## config.mk

```make
export PLATFORM = sky130hd
export DESIGN_NAME = dsm_modulator
export DESIGN_NICKNAME = d
export VERILOG_FILES = /design/src/rtl/dsm_modulator.sv
export SDC_FILE = /design/constraint.sdc
export NUM_CORES = 1
export LEC_CHECK = 0
export ABC_AREA = 1
export CAP_MARGIN = 25
export CORE_MARGIN = 4
export CORE_UTILIZATION = 35
export CTS_CLUSTER_DIAMETER = 60
export DETAILED_ROUTE_END_ITERATION = 6
export SLEW_MARGIN = 40
export SYNTH_ARGS = -nofsm -noshare
export SYNTH_HDL_FRONTEND = slang
export SYNTH_SLANG_ARGS = --single-unit
```

## constraint.sdc

```tcl
create_clock -name i_clk -period 2.7 [get_ports i_clk]
set_input_delay 0.27 -clock i_clk [delete_from_list [all_inputs] [get_ports i_clk]]
set_output_delay 0.27 -clock i_clk [all_outputs]
set_load 0.01 [all_outputs]
```

## src/rtl/dsm_modulator.sv

```systemverilog
`default_nettype none
// +--------------------------------------------------------------------------+
// | dsm_modulator: 1st/2nd-order CIFB delta-sigma loop, 1-bit quantiser.     |
// | Rev 1.0                                                                  |
// +--------------------------------------------------------------------------+
module dsm_modulator #(
  parameter int DATA_WIDTH             = 4,
  parameter int ADDITIONAL_DELTA_WIDTH = 2,
  parameter int FEEDBACK_MAG           = 8,
  parameter int ORDER                  = 2
) (
  input  logic                         i_clk,
  input  logic                         i_rst_n,
  input  logic                         i_en,
  input  logic                         i_clear,
  input  logic signed [DATA_WIDTH-1:0] i_data,
  output logic                         o_bit,
  output logic                         o_valid,
  output logic                         o_sat
);

  localparam int IW = DATA_WIDTH + ADDITIONAL_DELTA_WIDTH;
  localparam int SW = IW + 2;
  localparam logic signed [SW-1:0] C_MAX = SW'((2 ** (IW - 1)) - 1);
  localparam logic signed [SW-1:0] C_MIN = -SW'(2 ** (IW - 1));
  localparam logic signed [SW-1:0] C_FB  = SW'(FEEDBACK_MAG);

  logic signed [IW-1:0] int1_q, int1_d;
  logic signed [IW-1:0] int2_q, int2_d;
  logic                 bit_q, bit_d;
  logic                 valid_q, valid_d;
  logic                 sat_q, sat_d;

  logic signed [SW-1:0] x_ext, int1_ext, int2_ext, fb, sum1, sum2;
  logic                 q, clamp1, clamp2;

  function automatic logic signed [IW-1:0] f_sat(input logic signed [SW-1:0] v);
    logic signed [IW-1:0] r;
    if (v > C_MAX)      r = C_MAX[IW-1:0];
    else if (v < C_MIN) r = C_MIN[IW-1:0];
    else                r = v[IW-1:0];
    return r;
  endfunction

  always_comb begin
    x_ext    = {{(SW-DATA_WIDTH){i_data[DATA_WIDTH-1]}}, i_data};
    int1_ext = {{2{int1_q[IW-1]}}, int1_q};
    int2_ext = {{2{int2_q[IW-1]}}, int2_q};
    q        = (ORDER == 1) ? !int1_q[IW-1] : !int2_q[IW-1];
    fb       = q ? C_FB : -C_FB;
    sum1     = int1_ext + x_ext - fb;
    // Second stage integrates the pre-update int1 (delaying-integrator CIFB).
    sum2     = int2_ext + int1_ext - fb;
    clamp1   = (sum1 > C_MAX) || (sum1 < C_MIN);
    clamp2   = (ORDER != 1) && ((sum2 > C_MAX) || (sum2 < C_MIN));

    int1_d  = int1_q;
    int2_d  = int2_q;
    bit_d   = bit_q;
    valid_d = 1'b0;
    sat_d   = sat_q;
    if (i_clear) begin
      int1_d = '0;
      int2_d = '0;
      bit_d  = 1'b0;
      sat_d  = 1'b0;
    end else if (i_en) begin
      int1_d  = f_sat(sum1);
      int2_d  = (ORDER == 1) ? '0 : f_sat(sum2);
      bit_d   = q;
      valid_d = 1'b1;
      sat_d   = sat_q | clamp1 | clamp2;
    end
  end

  always_ff @(posedge i_clk or negedge i_rst_n) begin
    if (!i_rst_n) begin
      int1_q  <= '0;
      int2_q  <= '0;
      bit_q   <= 1'b0;
      valid_q <= 1'b0;
      sat_q   <= 1'b0;
    end else begin
      int1_q  <= int1_d;
      int2_q  <= int2_d;
      bit_q   <= bit_d;
      valid_q <= valid_d;
      sat_q   <= sat_d;
    end
  end

  assign o_bit   = bit_q;
  assign o_valid = valid_q;
  assign o_sat   = sat_q;

endmodule
`default_nettype wire

```

==> key figures <==
Synth
  – Net Count, Synth: around 280
  – Synth Cell Area: between 1500 and 2000 um^2
  – Netlist cell types: 29
  – Syn avg cell area: 6.830 um^2
  – Yosys reg bits: 15
  – Yosys synthesis warning count: 0
  – Post-synthesis instance total: 244
  – Part of the Yosys area used for sequential elements: between 20% and 30%

CTS
  – CTS Buf Count: 3
  – Post-CTS Setup Repair Bufs: 0
  – Clk_lat worst skew: approximately 0.25 ns
  – Clk pin slew, worst setup/hold paths: ~0.060 ns
  – Clk root buf: clkbuf_8
  – H-tree depth: 1
  – TritonCTS clock tree: built
  – Clock sinks: 15
  – CTS Buffer Depth: 2

Timing
  – RSZ-0062 raised after global routing: false
  – Final hold slack: 0.4271 ns
  – Max Clk Rate: slightly below 400 MHz
  – Slew @ Worst Pin: 0.6834 ns
  – TNS Setup: 0 ns
  – Max-slew violations: 0
  – Relative slew slack: ~54%
  – Final hold vios: 0
  – Fin crit period: around 2.5 ns
  – Final Cycle Share: 94.19%
  – Final setup vio count: 0
  – Clock skew: about 0.0015 ns

Placed design
  – DP HPWL: around 2.8 mm
  – Placed Area: about 1900 um^2
  – Port bufs: 10
  – GPL Wtd Cong: approximately 0.86

Global route
  – GRT overflow: 0
  – First-pass GRT wire length: around 6 mm
  – Vias in the first global route: between 1k and 1.5k
  – Gr usage total: 12.08%
  – Initial antenna violation count: 0
  – Largest net degree at the start of global routing: 16

Worst setup path
  – CP most frequent cell: nand2_1
  – CP max stage delay: 0.53 ns
  – R2r setup slk: 0.24 ns
  – Slowest CP cell: fa_1
  – Critical Path Fanout Max: 4
  – WS Path Type: in2reg
  – Crit. End Element: flop
  – Crit path DAT: ~2.7 ns
  – Req. time, crit path: roughly 2.8 ns
  – Startpoint types: input pin
  – Crit-path cells: clkdlybuf4s50_1 > inv_1 > fa_1 > inv_1 > ha_1 > nand2_1 > inv_1 > a21oi_1 > nand2_1 > nand2_1 > nand2_2 > inv_2 > nand2_2 > nand2_1 > inv_2 > o21ai_1 > nand2_1

Floorplan
  – Die Area: roughly 6000 um^2
  – Die width: just under 80 um
  – Core area: between 4000 and 5000 um^2
  – Num ports: 11
  – Die Y: around 77 um
  – Starting Density: approximately 37%
  – Row count: 24

Final layout
  – Fillcell total: around 470
  – Ratio of cells with drive above 1 in the final layout: approximately 17%
  – Diodes inserted: 0
  – # nets final: 298
  – Post-route cell area: around 2000 um^2
  – Layout area overhead: 16.59%

Drt
  – Detail Route Antenna Nets: 0
  – Routed WL: between 3 and 4 mm
  – Via count: 1485
  – Residual DRC: 0
  – Routed vias/inst: 4.699
  – DRT iter0 DRCs: between 70 and 80
  – DR WL/cell: between 10 and 15 um
  – DR pass1 iterations: 4

Flow run
  – Max-cap violations: 0

Run status
  – Outcome: finished, final reports clean

Hold path
  – Hold WC Path Type: in2async
[timing repair]
item	CTS	global route
setup endpoints to repair	0	8
hold buffers	0	0
resized for setup	0	7
[path summary, 6_finish.rpt]
check / start / cells after the start / end
hold / removal: i_rst_n / 1 / int2_q[0]
hold reg to reg: int2_q[3] / 2 / int2_q[3]
setup reg to reg: int2_q[5] / 15 / o_sat
max in group asynchronous: i_rst_n / 1 / o_bit
min in group i_clk: int2_q[3] / 2 / int2_q[3]
setup / recovery: i_data[3] / 17 / int1_q[0]
[critical path, delay by kind of cell]
family	cells	cell delay, ns
compound gates	2	0.24
fa+ha+maj	2	0.87
buf+inv	6	0.74
simple gates	7	0.55
[cell families after synthesis]
family / Yosys count / share of synthesized area (%)
adder cells (fa/ha/maj): 25 / 20.12
XOR/XNOR: 6 / 3.153
AO/OA/AOI/OAI: 20 / 8.183
AND/OR/NAND/NOR: 131 / 35.44
flip-flops: 15 / 22.52
buffers and inverters: 47 / 10.59
[flip-flops by register name, summed over array words and instances (netlist names)]
| signal | count |
|---|---|
| o_sat | 1 |
| int2_q | 6 |
| o_valid | 1 |
| o_bit | 1 |
| int1_q | 6 |
[routing by layer]
metal  GRT usage (%)  vias to the layer above  share of wire (%)
met5               0                        -                  0
met4           1.601                        0               0.21
met3           2.810                        2                3.1
met2           19.08                       16                 43
met1           17.17                      669                 54
li1                -                      798                  -
[layout make-up]
type	instances	area [um^2]	area share (%)
Inverter	47	176.4	9.079
Clock buffer	4	45.04	2.318
Multi-Input combinational cell	182	1136	58.47
Sequential cell	15	375.4	19.32
Timing Repair Buffer	16	145.1	7.469
Tap cell	52	65.06	3.348
[layout by cell type, fill, tap and decap left out, drive strengths merged, types with 3 or more instances in the layout]
cell / n
a21oi: 6
buf: 6
clkbuf: 4
clkdlybuf4s50: 10
dfrtp: 15
fa: 3
ha: 22
inv: 46
nand2: 99
nand3: 14
nand4: 4
nor2: 10
o21ai: 7
or2: 3
xor2: 4
[per-stage QoR]
stage          cells  utilization (%)  setup WS, ns
2_1_floorplan    244                -        0.4132
3_3_place_gp     312            41.95      -0.06216
3_5_place_dp     312            41.95       -0.1488
4_1_cts          316            42.95        0.1079
5_1_grt          316            43.43       0.01306
6_report         316            43.43        0.1568
[synth_stat cells, drive strengths merged]
master	n	area, um^2
xor2	4	35.03
or2	3	18.77
nand3	14	85.08
inv	46	172.7
nor3	1	5.000
xnor2	2	17.52
nand4	4	25.02
a21oi	6	37.54
clkinv	1	3.750
dfrtp	15	375.4
o21ai	7	38.78
nor2	10	45.05
nand2	99	411.6
o211ai	2	15.01
a31oi	1	6.260
o22ai	2	12.51
o21a	1	7.510
o21bai	1	18.77
fa	3	60.06
ha	22	275.3
Power is left out: the tool's default activity adds up to more than one toggle a clock period on the data nets, which glitch-free logic cannot reach.
